### config.mk
export PLATFORM = sky130hd
export DESIGN_NAME = ddr4_cmd_issuer
export DESIGN_NICKNAME = d
export VERILOG_FILES = /design/src/rtl/ddr4_cmd_issuer.sv
export SDC_FILE = /design/constraint.sdc
export NUM_CORES = 1
export LEC_CHECK = 0
export CAP_MARGIN = 25
export CORE_ASPECT_RATIO = 0.7
export CORE_UTILIZATION = 30
export DETAILED_ROUTE_END_ITERATION = 6
export PLACE_DENSITY = 0.49
export SLEW_MARGIN = 20
export SYNTH_ARGS = -nofsm -noshare
export SYNTH_HDL_FRONTEND = slang
export SYNTH_SLANG_ARGS = --single-unit
### constraint.sdc
create_clock -name ck_tp -period 2.1 [get_ports ck_tp]
set_input_delay 0.21 -clock ck_tp [delete_from_list [all_inputs] [get_ports ck_tp]]
set_output_delay 0.21 -clock ck_tp [all_outputs]
set_load 0.02 [all_outputs]
### src/rtl/ddr4_cmd_issuer.sv
// DDR4 closed-page command issuer: INIT/CKE bring-up, ACT-RD/WR-PRE per request, periodic REF.
// All pins registered (command visible one cycle after its load edge); stall only blocks command loads.
module ddr4_cmd_issuer #(
  parameter int ADDRWIDTH = 17,
  parameter int BGWIDTH   = 2,
  parameter int BAWIDTH   = 2,
  parameter int COLWIDTH  = 10,
  parameter int TINIT     = 16,
  parameter int TRCD      = 4,
  parameter int TRAS      = 10,
  parameter int TRTP      = 3,
  parameter int TWRP      = 8,
  parameter int TRP       = 4,
  parameter int TRFC      = 20,
  parameter int TREFI     = 200
) (
  input  logic                 ck_tp,
  input  logic                 reset,
  input  logic                 req_valid,
  output logic                 req_ready,
  input  logic                 req_we,
  input  logic [BGWIDTH-1:0]   req_bg,
  input  logic [BAWIDTH-1:0]   req_ba,
  input  logic [ADDRWIDTH-1:0] req_row,
  input  logic [COLWIDTH-1:0]  req_col,
  input  logic                 stall,
  output logic                 cmd_done,
  output logic                 cke,
  output logic                 cs_n,
  output logic                 act_n,
  output logic [ADDRWIDTH-1:0] addr,
  output logic [BGWIDTH-1:0]   bg,
  output logic [BAWIDTH-1:0]   ba,
  output logic                 parity
);

  localparam int CW = 8;
  localparam int IW = $clog2(TINIT + 1);
  localparam int RW = $clog2(TREFI);
  localparam logic [IW-1:0] INIT_M1  = IW'(TINIT - 1);
  localparam logic [RW-1:0] REFI_M1  = RW'(TREFI - 1);
  localparam logic [CW-1:0] RCD_M1   = CW'(TRCD - 1);
  localparam logic [CW-1:0] RCD_M2   = CW'(TRCD - 2);
  localparam logic [CW-1:0] RAS_M1   = CW'(TRAS - 1);
  localparam logic [CW-1:0] RAS_M2   = CW'(TRAS - 2);
  localparam logic [CW-1:0] RP_M1    = CW'(TRP - 1);
  localparam logic [CW-1:0] RFC_M1   = CW'(TRFC - 1);

  typedef enum logic [3:0] {
    S_INIT, S_IDLE, S_ACT, S_RCD, S_CAS, S_POST, S_PRE, S_RP, S_REF, S_RFC
  } state_t;

  state_t               state;
  logic [IW-1:0]        init_cnt;
  logic [RW-1:0]        ref_cnt;
  logic                 ref_run;
  logic                 ref_pending;
  logic [CW-1:0]        cnt;      // edges since the last command load
  logic [CW-1:0]        ras_cnt;  // edges since the last ACT load
  logic                 l_we;
  logic [BGWIDTH-1:0]   l_bg;
  logic [BAWIDTH-1:0]   l_ba;
  logic [ADDRWIDTH-1:0] l_row;
  logic [COLWIDTH-1:0]  l_col;
  logic [ADDRWIDTH-1:0] cas_addr;
  logic [ADDRWIDTH-1:0] pre_addr;
  logic [ADDRWIDTH-1:0] ref_addr;
  logic [CW-1:0]        wtr_m1;
  logic [CW-1:0]        wtr_m2;
  logic                 ref_expire;

  // A16/A15/A14 carry RAS_n/CAS_n/WE_n on non-ACT commands
  always_comb begin
    cas_addr                 = '0;
    cas_addr[COLWIDTH-1:0]   = l_col;
    cas_addr[12]             = 1'b1;
    cas_addr[14]             = ~l_we;
    cas_addr[16]             = 1'b1;
    pre_addr                 = '0;
    pre_addr[15]             = 1'b1;
    ref_addr                 = '0;
    ref_addr[14]             = 1'b1;
  end

  assign wtr_m1     = l_we ? CW'(TWRP - 1) : CW'(TRTP - 1);
  assign wtr_m2     = l_we ? CW'(TWRP - 2) : CW'(TRTP - 2);
  assign ref_expire = ref_run && (ref_cnt == REFI_M1);

  function automatic logic ca_par(input logic an, input logic [ADDRWIDTH-1:0] a,
                                  input logic [BGWIDTH-1:0] g, input logic [BAWIDTH-1:0] b);
    return ^{an, a, g, b};
  endfunction

  always_ff @(posedge ck_tp) begin
    if (reset) begin
      state       <= S_INIT;
      init_cnt    <= '0;
      ref_cnt     <= '0;
      ref_run     <= 1'b0;
      ref_pending <= 1'b0;
      cnt         <= '0;
      ras_cnt     <= '0;
      l_we        <= 1'b0;
      l_bg        <= '0;
      l_ba        <= '0;
      l_row       <= '0;
      l_col       <= '0;
      req_ready   <= 1'b0;
      cmd_done    <= 1'b0;
      cke         <= 1'b0;
      cs_n        <= 1'b1;
      act_n       <= 1'b1;
      addr        <= '0;
      bg          <= '0;
      ba          <= '0;
      parity      <= 1'b0;
    end else begin
      cs_n     <= 1'b1;
      act_n    <= 1'b1;
      addr     <= '0;
      bg       <= '0;
      ba       <= '0;
      parity   <= 1'b0;
      cmd_done <= 1'b0;
      if (cnt != '1)     cnt     <= cnt + 1'b1;
      if (ras_cnt != '1) ras_cnt <= ras_cnt + 1'b1;
      if (ref_run) begin
        ref_cnt <= ref_expire ? '0 : ref_cnt + 1'b1;
        if (ref_expire) ref_pending <= 1'b1;
      end

      case (state)
        S_INIT: begin
          if (init_cnt == INIT_M1) begin
            cke       <= 1'b1;
            req_ready <= 1'b1;
            ref_run   <= 1'b1;
            ref_cnt   <= '0;
            state     <= S_IDLE;
          end else begin
            init_cnt <= init_cnt + 1'b1;
          end
        end
        S_IDLE: begin
          if (ref_pending) begin
            req_ready <= 1'b0;
            state     <= S_REF;
          end else if (req_valid && req_ready) begin
            l_we      <= req_we;
            l_bg      <= req_bg;
            l_ba      <= req_ba;
            l_row     <= req_row;
            l_col     <= req_col;
            req_ready <= 1'b0;
            state     <= S_ACT;
          end else begin
            req_ready <= ~ref_expire;
          end
        end
        S_ACT: begin
          if (!stall && cnt >= RP_M1) begin
            cs_n    <= 1'b0;
            act_n   <= 1'b0;
            addr    <= l_row;
            bg      <= l_bg;
            ba      <= l_ba;
            parity  <= ca_par(1'b0, l_row, l_bg, l_ba);
            cnt     <= '0;
            ras_cnt <= '0;
            state   <= S_RCD;
          end
        end
        // wait states hand over one edge early so the issue state can load on the first legal edge
        S_RCD: if (cnt >= RCD_M2) state <= S_CAS;
        S_CAS: begin
          if (!stall && cnt >= RCD_M1) begin
            cs_n     <= 1'b0;
            addr     <= cas_addr;
            bg       <= l_bg;
            ba       <= l_ba;
            parity   <= ca_par(1'b1, cas_addr, l_bg, l_ba);
            cmd_done <= 1'b1;
            cnt      <= '0;
            state    <= S_POST;
          end
        end
        S_POST: if (ras_cnt >= RAS_M2 && cnt >= wtr_m2) state <= S_PRE;
        S_PRE: begin
          if (!stall && ras_cnt >= RAS_M1 && cnt >= wtr_m1) begin
            cs_n   <= 1'b0;
            addr   <= pre_addr;
            bg     <= l_bg;
            ba     <= l_ba;
            parity <= ca_par(1'b1, pre_addr, l_bg, l_ba);
            cnt    <= '0;
            state  <= S_RP;
          end
        end
        S_RP: begin
          if (cnt >= RP_M1) begin
            req_ready <= ~(ref_pending | ref_expire);
            state     <= S_IDLE;
          end
        end
        S_REF: begin
          if (!stall && cnt >= RP_M1) begin
            cs_n        <= 1'b0;
            addr        <= ref_addr;
            parity      <= ca_par(1'b1, ref_addr, '0, '0);
            ref_pending <= ref_expire;
            cnt         <= '0;
            state       <= S_RFC;
          end
        end
        S_RFC: begin
          if (cnt >= RFC_M1) begin
            req_ready <= ~(ref_pending | ref_expire);
            state     <= S_IDLE;
          end
        end
        default: state <= S_INIT;
      endcase
    end
  end

endmodule

==> impl_metrics.tcl, run 1 <==
set metrics [dict create \
    cts_hold_repair.buffers 0 \
    yosysUniqueCellTypes 54 \
    fin_crit_ns 2.036 \
    grt_pass1_wl_um 17730 \
    layout.nets 637 \
    syn_area_sq_um 4239 \
    cp.arrival_ns 2.31 \
    clock_tree.buffer_depth 2 \
    power_per_cell_area_nw_per_um2 781.4 \
    period_share 0.9696 \
    detail_route.wl_per_cell_um 14.13 \
    critPathMaxFanout 6 \
    slowest_delay_ns 0.56 \
    timing.hold.worst_endpoint "l_bg[0]$_SDFFE_PP0P_" \
    min_path_cells 3 \
    std_cell_rows 35 \
    post-place-cells 758 \
    cp_common_cell "sky130_fd_sc_hd__a21oi_2" \
    critPathBufInv 1 \
    synth.ff_latch_count 93 \
    finalHoldWorstSlack_ns 0.3277 \
    hold_path.startpoint "reset" \
    finalHoldViolations 0 \
    synthArstFlopShare 0 \
    synth-edff-count 0 \
    final_layout_size_suffix_gt1_frac 0.1566 \
    rsz0062_at_grt "yes" \
    clock_latency_late_sink_ns 0.34 \
    outcome "finished, final reports clean" \
    timing.critical_path.to_type "flop" \
    hpwlAfterDp_um 7952 \
    cts_root_buffer "sky130_fd_sc_hd__clkbuf_16" \
    post_synthesis_cells 500 \
    grt_antenna_before_repair 0 \
    timing.setup.critical_path_class "flop to flop" \
    synth-seq-area-share 0.4392 \
    io_pins 63 \
    ff2ff_setup_slack_ns 0.06 \
    cts.sinks 93 \
    timing.critical_path.slowest_stage_cell "sky130_fd_sc_hd__or4_4" \
    layout_commonest_cell "sky130_fd_sc_hd__dfxtp_1" \
    drv_slew 0 \
    layout.cells.most_common_list "sky130_fd_sc_hd__dfxtp_1 (87), sky130_fd_sc_hd__nand2_1 (86), sky130_fd_sc_hd__clkdlybuf4s50_1 (61), sky130_fd_sc_hd__nor2_1 (53), sky130_fd_sc_hd__a21oi_1 (44)" \
    critical_path.cell_chain "or4_4 > a21oi_2 > a311oi_2 > o31a_1 > buf_4 > a31o_2 > a21oi_2" \
    fmax_mhz 491.1 \
    clock_tree_from_tritoncts "yes" \
    start_util 0.3143 \
    finalWirelength_um 11010 \
    synthesized_area_divided_by_synthesized_cell_count_sq_um 8.478 \
    max_slew_headroom 0.6950 \
    fp.dieH_um 101.5 \
    layout.core_utilization 0.4213 \
    grt_start_max_net_pins 35 \
    critPathRequiredTime_ns 2.38 \
    grt.overflow.total 0 \
    synth.yosys.warnings 0 \
    antennaDiodeCount 0 \
    fin_cells 779 \
    synth_top_flop_cell "sky130_fd_sc_hd__dfxtp_1" \
    drc 0 \
    grt_util_all_layers 0.1580 \
    detail-route-antenna-nets 0 \
    drt_iter0_markers 241 \
    cp_launch_type "flop" \
    vias_after_detailed_routing 3658 \
    floorplan.die_area_sq_um 14620 \
    netlist_top_cells_area "sky130_fd_sc_hd__dfxtp_1 (44%), sky130_fd_sc_hd__nand2_1 (7.6%), sky130_fd_sc_hd__xnor2_1 (5.8%)" \
    h-tree-depth 3 \
    layout-area-overhead-vs-synth_pct 34.06 \
    vdd_drop_max_uv 352.8 \
    cts_inserted_buffers 9 \
    port-buffer-count 62 \
    first_global_vias 3506 \
    timing.hold.worst.class "primary input to flop" \
    power_leakage_nw 2.075 \
    clk_transition_reported_paths_ns 0.07 \
    detailedRoute.firstPassIterationCount 4 \
    synth.largest_area_cell "sky130_fd_sc_hd__dfxtp_1" \
    tightest_slew_ns 0.4554 \
    skew_ns 0.009147 \
    r2r_cells 7 \
    dpl_worst_slack_ns -0.07564 \
    critical_path.reg2reg.endpoint "state[2]$_SDFFE_PP0P_" \
    design.core.area_sq_um 13490 \
    synthDominantCellAreaShare 0.4392 \
    avgViaCountPerCell 4.696 \
    r2r_start "ras_cnt[7]$_SDFF_PP0_" \
    setup_total_negative_slack_ns 0 \
    critical_path.top_delay_family "compound AO/OA/AOI/OAI gates" \
    mappedNetlistNets 548 \
    setup_slack_ns 0.06380 \
    cap_violations 0 \
    horizontal_extent_of_the_die_um 144.1 \
    gp_congestion 0.8680 \
    timing.final.setup_violations 0 \
]
[cells in the mapped netlist, types with 4 or more instances]
cell type / instances
sky130_fd_sc_hd__dfxtp_1: 93
sky130_fd_sc_hd__nand2_1: 86
sky130_fd_sc_hd__nor2_1: 55
sky130_fd_sc_hd__a21oi_1: 47
sky130_fd_sc_hd__xnor2_1: 28
sky130_fd_sc_hd__clkbuf_1: 18
sky130_fd_sc_hd__nand3_1: 14
sky130_fd_sc_hd__and3_1: 12
sky130_fd_sc_hd__ha_1: 12
sky130_fd_sc_hd__inv_1: 12
sky130_fd_sc_hd__xor2_1: 12
sky130_fd_sc_hd__a22oi_1: 11
sky130_fd_sc_hd__nor3_1: 9
sky130_fd_sc_hd__o21ai_0: 8
sky130_fd_sc_hd__and2_1: 7
sky130_fd_sc_hd__nand4_1: 7
sky130_fd_sc_hd__nand2b_1: 5
sky130_fd_sc_hd__a211oi_1: 4
sky130_fd_sc_hd__buf_2: 4
sky130_fd_sc_hd__nor2b_1: 4
sky130_fd_sc_hd__or3_1: 4
sky130_fd_sc_hd__xnor3_1: 4
[worst register-to-register path, cell delays in order (launching register included)]
cell	delay [ns]
sky130_fd_sc_hd__dfxtp_1	0.35
sky130_fd_sc_hd__or4_4	0.56
sky130_fd_sc_hd__a21oi_2	0.14
sky130_fd_sc_hd__a311oi_2	0.07
sky130_fd_sc_hd__o31a_1	0.39
sky130_fd_sc_hd__buf_4	0.17
sky130_fd_sc_hd__a31o_2	0.20
sky130_fd_sc_hd__a21oi_2	0.10
[layer usage]
| layer | global-route usage | wire (um) | vias up | part of all wire |
|---|---|---|---|---|
| met4 | 0.04092 | 88 | 0 | 0.0080 |
| met3 | 0.04113 | 575 | 8 | 0.052 |
| li1 | - | - | 1883 | - |
| met1 | 0.2232 | 5755 | 1691 | 0.52 |
| met2 | 0.2371 | 4589 | 76 | 0.42 |
| met5 | 0 | 0 | - | 0 |
[kinds of logic after synthesis]
family                     Yosys count  share of synthesized area
adders and majority gates           12                    0.03542
buffers and inverters               35                    0.03217
and+or+nand+nor                    219                     0.2406
AOI/OAI and AO/OA                   95                     0.1440
DFF                                 93                     0.4392
xor gates and xnor gates            44                     0.1039
muxes                                2                   0.004723
[area by class of cell]
type                            count  area (sq um)
Clock inverter                      6         70.07
Sequential cell                    93          1869
Fill cell                        1371          7805
Inverter                           12         45.04
Multi-Input combinational cell    372          2313
Tap cell                          185         231.5
Timing Repair Buffer              101         924.6
Clock buffer                       10         229.0
[sequential cells by signal, summed over array words and instances (netlist names), 2 cells and up]
signal and cells:
cnt 8, l_bg 2, ba 2, addr 17, l_ba 2, l_col 10, init_cnt 5, bg 2
ref_cnt 8, state 4, ras_cnt 8, l_row 17
[per-stage QoR]
step	cell area (sq um)	power, mW
floorplan	4239	2.446
global placement	5268	2.737
detailed placement	5268	2.750
CTS	5575	4.412
global route	5683	4.658
finish	5683	4.441
[timing repair]
action | CTS | global route
setup endpoints to repair | 8 | 33
gates resized for setup | 1 | 22
pin swaps | 5 | 14
buffers inserted | 1 | 4
[power by group]
part / total [mW] / internal [mW] / switching, mW / leakage [nW]
Clock: 1.65 / 0.934 / 0.712 / 0.147
Sequential: 1.92 / 1.85 / 0.0696 / 0.753
Combinational: 0.877 / 0.419 / 0.458 / 1.17
[worst max path at each step]
stage	depth (start not counted)	endpoint	slack [ns]	startpoint
final	7	state[2]$_SDFFE_PP0P_	0.06	ras_cnt[7]$_SDFF_PP0_
after global routing	9	state[0]$_SDFFE_PP0P_	-0.06	init_cnt[0]$_SDFFE_PP0P_
after CTS	8	state[0]$_SDFFE_PP0P_	0.0008	cnt[0]$_SDFF_PP0_
after detailed placement	8	cnt[7]$_SDFF_PP0_	-0.08	ras_cnt[1]$_SDFF_PP0_
after global placement	8	cnt[6]$_SDFF_PP0_	-0.03	ras_cnt[1]$_SDFF_PP0_
after floorplan	8	cnt[6]$_SDFF_PP0_	0.07	ras_cnt[1]$_SDFF_PP0_
(Power assumes the default switching activity.)
==> run 2: changes to the inputs <==
- MAX_ROUTING_LAYER: unset -> met4
==> run 2 against run 1 <==
Net effect:
- sequential cell count unchanged
- clock skew about the same
- clock-buffer cell count unchanged
- final cell count decreased by 0.26%
- register-to-register slack about the same
- combinational power increased by 0.6%
- via count increased by 1.8%
- critical endpoint is now state[0]$_SDFFE_PP0P_
==> impl_metrics.tcl, run 2 (synthesis results as in run 1) <==
set metrics [dict create \
    power_per_cell_area_nw_per_um2 798.5 \
    drt_iter0_markers 216 \
    met1Wirelength_um 5786 \
    clock_tree.buffer_depth 2 \
    power_leakage_nw 2.069 \
    port-buffer-count 62 \
    tightest_slew_ns 0.4286 \
    critPathBufInv 1 \
    setup_total_negative_slack_ns 0 \
    period_share 0.9681 \
    layout.nets 635 \
    drv_slew 0 \
    max_slew_headroom 0.7130 \
    fin_crit_ns 2.033 \
    outcome "finished, final reports clean" \
    grt.overflow.total 0 \
    fmax_mhz 491.9 \
    placed_area_sq_um 5268 \
    final_layout_size_suffix_gt1_frac 0.1605 \
    io_pins 63 \
    detailedRoute.firstPassIterationCount 6 \
    detail_route.wl_per_cell_um 14.24 \
    grt_start_max_net_pins 33 \
    detail-route-antenna-nets 0 \
    gp_congestion 0.8795 \
    floorplan.die_area_sq_um 14620 \
    slowest_delay_ns 0.38 \
    r2r_start "ras_cnt[1]$_SDFF_PP0_" \
    vdd_drop_max_uv 390.3 \
    launching_element_of_the_worst_setup_path "ras_cnt[1]$_SDFF_PP0_" \
    critical_path.top_delay_family "compound AO/OA/AOI/OAI gates" \
    clk_transition_reported_paths_ns 0.07 \
    critical_path.cell_chain "inv_2 > ha_2 > or3b_4 > a21oi_2 > a311oi_2 > o31a_1 > and3_1 > a311oi_1" \
    grt_antenna_before_repair 0 \
    timing.final.setup_violations 0 \
    fin_cells 777 \
    timing.critical_path.to_type "flop" \
    met3_wirelength_um 509 \
    cp.arrival_ns 2.28 \
    cp_launch_type "flop" \
    timing.hold.worst.class "primary input to flop" \
    h-tree-depth 3 \
    design.core.area_sq_um 13490 \
    finalWirelength_um 11070 \
    route.top_layer_used "met4" \
    regs_by_ff_count "addr x17, l_row x17, l_col x10" \
    layout.cells.most_common_list "sky130_fd_sc_hd__nand2_1 (85), sky130_fd_sc_hd__dfxtp_1 (85), sky130_fd_sc_hd__clkdlybuf4s50_1 (61), sky130_fd_sc_hd__nor2_1 (54), sky130_fd_sc_hd__a21oi_1 (46)" \
    std_cell_rows 35 \
    hold_path.startpoint "reset" \
    clock_latency_late_sink_ns 0.34 \
    critPathMaxFanout 5 \
    layout-area-overhead-vs-synth_pct 34.68 \
    cts.sinks 93 \
    grt_util_all_layers 0.1648 \
    start_util 0.3143 \
    timing.critical_path.slowest_stage_cell "sky130_fd_sc_hd__o31a_1" \
    post-place-cells 758 \
    horizontal_extent_of_the_die_um 144.1 \
    fp.dieH_um 101.5 \
    hpwlAfterDp_um 7972 \
    timing.setup.critical_path_class "flop to flop" \
    grt_pass1_wl_um 17940 \
    clock_tree_from_tritoncts "yes" \
    antennaDiodeCount 0 \
    skew_ns 0.008850 \
    finalHoldViolations 0 \
    cts_root_buffer "sky130_fd_sc_hd__clkbuf_16" \
    critPathRequiredTime_ns 2.35 \
    first_global_vias 3587 \
    vias_after_detailed_routing 3724 \
    routed-wl-met2_um 4645 \
    cts_inserted_buffers 9 \
    rsz0062_at_grt "yes" \
    cap_violations 0 \
    drc 0 \
    avgViaCountPerCell 4.793 \
    postLayoutCellArea_sq_um 5709 \
]
-- run 2: cell types whose count changed in the layout (fill, tap and decap cells not counted), sizes merged --
| cell | before | now |
|---|---|---|
| clkinvlp | 0 | 1 |
| bufinv | 1 | 2 |
| clkinv | 3 | 1 |
| buf | 40 | 38 |
-- run 2: cell type report --
cell class,instances,area [sq um]
flip-flops and latches,93,1872
clock inverters,6,93.84
multi-input cells,372,2328
inverters,12,45.04
repair buffers,99,909.6
clock buffers,10,229.0
well taps,185,231.5
fillers,1377,7779
-- run 2: per-stage QoR --
step | utilization | hold slack [ns] | setup slack, ns | power [mW]
2_1_floorplan | - | 0.3460 | 0.06529 | 2.446
3_3_place_gp | 0.3905 | 0.4662 | -0.02659 | 2.733
3_5_place_dp | 0.3905 | 0.4686 | -0.07515 | 2.744
4_1_cts | 0.4165 | 0.1267 | 0.009137 | 4.542
5_1_grt | 0.4233 | 0.1358 | -0.05286 | 4.795
6_report | 0.4233 | 0.1439 | 0.06705 | 4.559
-- run 2: worst register-to-register path: stages, from the launching register on --
cell,delay (ns)
sky130_fd_sc_hd__dfxtp_2,0.33
sky130_fd_sc_hd__inv_2,0.04
sky130_fd_sc_hd__ha_2,0.15
sky130_fd_sc_hd__or3b_4,0.36
sky130_fd_sc_hd__a21oi_2,0.16
sky130_fd_sc_hd__a311oi_2,0.07
sky130_fd_sc_hd__o31a_1,0.38
sky130_fd_sc_hd__and3_1,0.20
sky130_fd_sc_hd__a311oi_1,0.25
-- run 2: power by group --
part / total (mW) / internal [mW] / switching, mW
logic: 0.882 / 0.423 / 0.459
registers: 1.92 / 1.85 / 0.0694
clock network: 1.76 / 1.05 / 0.705
-- run 2: final timing paths --
| kind | end | slack, ns | cells past startpoint |
|---|---|---|---|
| worst min-delay path | state[1]$_SDFFE_PP0P_ | 0.14 | 2 |
| worst max-delay path | state[0]$_SDFFE_PP0P_ | 0.07 | 8 |
| worst max register to register | state[0]$_SDFFE_PP0P_ | 0.07 | 8 |
| worst min register to register | l_bg[1]$_SDFFE_PP0P_ | 0.48 | 2 |
-- run 2: timing repair --
action                     CTS  global route
hold buffers                 0             0
pin swaps                    6            13
resized for setup            3            24
setup endpoints to repair   13            18
buffers inserted             2             1
-- run 2: layer usage --
metal / global-route usage / vias up
met2: 0.2274 / 78
met4: 0.05646 / 0
met1: 0.2314 / 1752
met5: - / -
met3: 0.03924 / 11
li1: - / 1883
==> run 3: changes to the inputs <==
- ABC_AREA: unset -> 1
- clock period: 2.1 -> 1.8 ns (I/O delays scaled with it)
==> run 3 against run 2 <==
Net effect:
- critical path depth increased by 3
- final cell count up 19%
- clock-buffer cell count increased by 1
- synthesized area up 6.4%
- hold slack better by 0.28 ns
- non-clock buffer count is 17 lower
- largest cell class unchanged
- largest power group unchanged
==> impl_metrics.tcl, run 3 <==
set metrics [dict create \
    outcome "finished, final reports clean" \
    clk_transition_reported_paths_ns 0.07 \
    layout-area-overhead-vs-synth_pct 29.69 \
    max_slew_headroom 0.7983 \
    drv_slew 0 \
    fp.dieH_um 104.6 \
    final_layout_size_suffix_gt1_frac 0.1288 \
    cp.arrival_ns 1.96 \
    cap_violations 0 \
    synthArstFlopShare 0 \
    power_per_cell_area_nw_per_um2 1010 \
    timing.hold.worst_endpoint "l_col[2]$_SDFFE_PP0P_" \
    vias_after_detailed_routing 4237 \
    drt_iter0_markers 219 \
    critPathRequiredTime_ns 2.06 \
    first_global_vias 3864 \
    grt_start_max_net_pins 59 \
    antennaDiodeCount 0 \
    design.core.area_sq_um 14680 \
    skew_ns 0.007508 \
    finalHoldViolations 0 \
    cp_launch_type "flop" \
    synth-edff-count 0 \
    synth.largest_area_cell "sky130_fd_sc_hd__dfxtp_1" \
    netlist_top_cells_area "sky130_fd_sc_hd__dfxtp_1 (41%), sky130_fd_sc_hd__nand2_1 (13%), sky130_fd_sc_hd__inv_1 (6.9%)" \
    horizontal_extent_of_the_die_um 148.5 \
    timing.hold.worst.class "primary input to flop" \
    fin_total_pwr_mw 5.905 \
    start_util 0.3073 \
    fin_crit_ns 1.697 \
    period_share 0.9426 \
    r2r_cells 11 \
    cts.sinks 93 \
    grt_antenna_before_repair 0 \
    pwr-share-clk 0.299 \
    io_pins 63 \
    critPathMaxFanout 8 \
    synth_mux_area_frac 0 \
    mappedNetlistNets 696 \
    ff2ff_setup_slack_ns 0.10 \
    tightest_slew_ns 0.3002 \
    drc 0 \
    design_internal_power_mw 3.899 \
    synth_compound_gate_area_share 0.1515 \
    post_synthesis_cells 648 \
    grt_pass1_wl_um 18830 \
    yosysUniqueCellTypes 38 \
    finalWirelength_um 11390 \
    min_path_cells 3 \
    layout.nets 773 \
    layout.cells.most_common_list "sky130_fd_sc_hd__nand2_1 (148), sky130_fd_sc_hd__dfxtp_1 (82), sky130_fd_sc_hd__inv_1 (80), sky130_fd_sc_hd__clkdlybuf4s50_1 (62)" \
    h-tree-depth 3 \
    vdd_drop_max_uv 471.9 \
    avgViaCountPerCell 4.581 \
    clock_latency_late_sink_ns 0.34 \
    syn_area_sq_um 4509 \
    timing.final.setup_violations 0 \
    critical_path.reg2reg.endpoint "cnt[2]$_SDFF_PP0_" \
    post_synth_fa_ha_maj_area_fraction 0.03330 \
    cts_inserted_buffers 9 \
    grt_util_all_layers 0.1577 \
    fmax_mhz 589.4 \
    layout.core_utilization 0.3985 \
    synth_top_flop_cell "sky130_fd_sc_hd__dfxtp_1" \
    detail-route-antenna-nets 0 \
    clock_tree_from_tritoncts "yes" \
    register_share_of_total_power 0.401 \
    power_leakage_nw 2.317 \
    power.share.combinational 0.301 \
    gp_congestion 0.8993 \
    synth_simple_gate_area_share 0.2891 \
    synth.yosys.warnings 0 \
    synth_top_family_by_area "simple AND/OR/NAND/NOR gates" \
    synth.ff_latch_count 93 \
    synth-seq-area-share 0.4129 \
    synth-xor-area-share 0.01748 \
    regs_by_ff_count "addr x17, l_row x17, l_col x10" \
    std_cell_rows 37 \
    clock_tree.buffer_depth 2 \
    detail_route.wl_per_cell_um 12.32 \
    cts_root_buffer "sky130_fd_sc_hd__clkbuf_16" \
    timing.critical_path.to_type "flop" \
    floorplan.die_area_sq_um 15530 \
    layout_commonest_cell "sky130_fd_sc_hd__nand2_1" \
    synthDominantCellAreaShare 0.4129 \
    hold_path.startpoint "req_col[2]" \
    detailedRoute.firstPassIterationCount 4 \
    timing.setup.critical_path_class "flop to flop" \
    net-switching-power_mw 2.005 \
    port-buffer-count 62 \
    yosys.cell_count.top_type "sky130_fd_sc_hd__nand2_1" \
    switching_share 0.3396 \
    r2r_start "cnt[0]$_SDFF_PP0_" \
    synthesized_area_divided_by_synthesized_cell_count_sq_um 6.959 \
    post_synth_most_frequent_cells "sky130_fd_sc_hd__nand2_1 (153), sky130_fd_sc_hd__dfxtp_1 (93), sky130_fd_sc_hd__inv_1 (83)" \
    final.fill_count 1515 \
    grt.overflow.total 0 \
    hpwlAfterDp_um 8630 \
]
[run 3: cell types whose count changed in the layout (fill, tap and decap cells not counted), sizes merged, moves of 12 or more]
cell | previous run | this run
xnor2 | 28 | 4
o21ai | 8 | 50
inv | 14 | 94
a21oi | 48 | 61
and3 | 12 | 0
buf | 38 | 20
nand3 | 14 | 40
nand2 | 86 | 158
[run 3: worst max-delay path by stage]
stage	start	to	slack (ns)	depth (start not counted)
after detailed placement	req_valid	l_row[16]$_SDFFE_PP0P_	0.02	7
after CTS	init_cnt[0]$_SDFFE_PP0P_	req_ready$_SDFFE_PP0P_	0.03	9
after global routing	cnt[0]$_SDFF_PP0_	state[1]$_SDFFE_PP0P_	-0.008	12
after floorplan	cnt[1]$_SDFF_PP0_	cnt[5]$_SDFF_PP0_	0.22	11
after global placement	req_valid	l_row[16]$_SDFFE_PP0P_	0.04	7
final	cnt[0]$_SDFF_PP0_	cnt[2]$_SDFF_PP0_	0.10	11
[run 3: worst max-delay path, stage by stage, from the launching register on]
cell and delay (ns):
sky130_fd_sc_hd__dfxtp_2 0.32, sky130_fd_sc_hd__inv_2 0.07, sky130_fd_sc_hd__buf_4 0.13, sky130_fd_sc_hd__ha_2 0.15
sky130_fd_sc_hd__nand2_1 0.05, sky130_fd_sc_hd__nand3_1 0.07, sky130_fd_sc_hd__nand3_1 0.07, sky130_fd_sc_hd__o211ai_1 0.12
sky130_fd_sc_hd__nand2_1 0.13, sky130_fd_sc_hd__nand3_1 0.18, sky130_fd_sc_hd__nand2_4 0.12, sky130_fd_sc_hd__a211oi_2 0.20
[run 3: final cells by class]
| cell class | instances | area, sq um | area share |
|---|---|---|---|
| Clock buffer | 11 | 232.7 | 0.03979 |
| Clock inverter | 5 | 36.28 | 0.006205 |
| Inverter | 93 | 349.1 | 0.05969 |
| Multi-Input combinational cell | 446 | 2315 | 0.3958 |
| Sequential cell | 93 | 1876 | 0.3207 |
| Tap cell | 195 | 244.0 | 0.04172 |
| Timing Repair Buffer | 82 | 795.8 | 0.1361 |
[run 3: timing repair]
item	4_1_cts	5_1_grt
endpoints found under the setup margin	0	40
gates resized for setup	0	39
buffers inserted	0	3
hold buffers	0	0
[run 3: kinds of logic (layout without fill, tap and decap cells)]
family	after synthesis	count (layout)
adders and majority gates	12	12
buffers and inverters	109	191
DFF	93	93
and+or+nand+nor	300	300
AOI/OAI and AO/OA	125	125
xor gates and xnor gates	9	9
[run 3: metal layers]
metal | up-vias | global-route usage | wire (um)
met2 | 85 | 0.2153 | 4543
li1 | 2245 | - | -
met5 | - | - | 0
met1 | 1893 | 0.2293 | 6213
met4 | 0 | 0.04639 | 143
met3 | 14 | 0.03275 | 494
[run 3: power groups by stage]
stage / Sequential (mW) / Combinational [mW] / Clock, mW
after floorplan: 2.39 / 1.11 / 0
after global placement: 2.39 / 1.56 / 0
after detailed placement: 2.40 / 1.58 / 0
after CTS: 2.35 / 1.59 / 1.82
after global routing: 2.39 / 2.01 / 1.91
final: 2.37 / 1.78 / 1.76
[run 3: per-stage QoR]
step                      instances  worst slack [ns]  cell area, sq um  hold slack, ns   TNS, ns
after detailed placement        906           0.02403              5444          0.4440         0
after CTS                       922           0.02807              5713          0.4085         0
final                           925            0.1033              5848          0.4262         0
after global placement          906           0.03937              5444          0.4373         0
after global routing            925         -0.008119              5848          0.4701  -0.01236
after floorplan                 648            0.2177              4509          0.3149         0
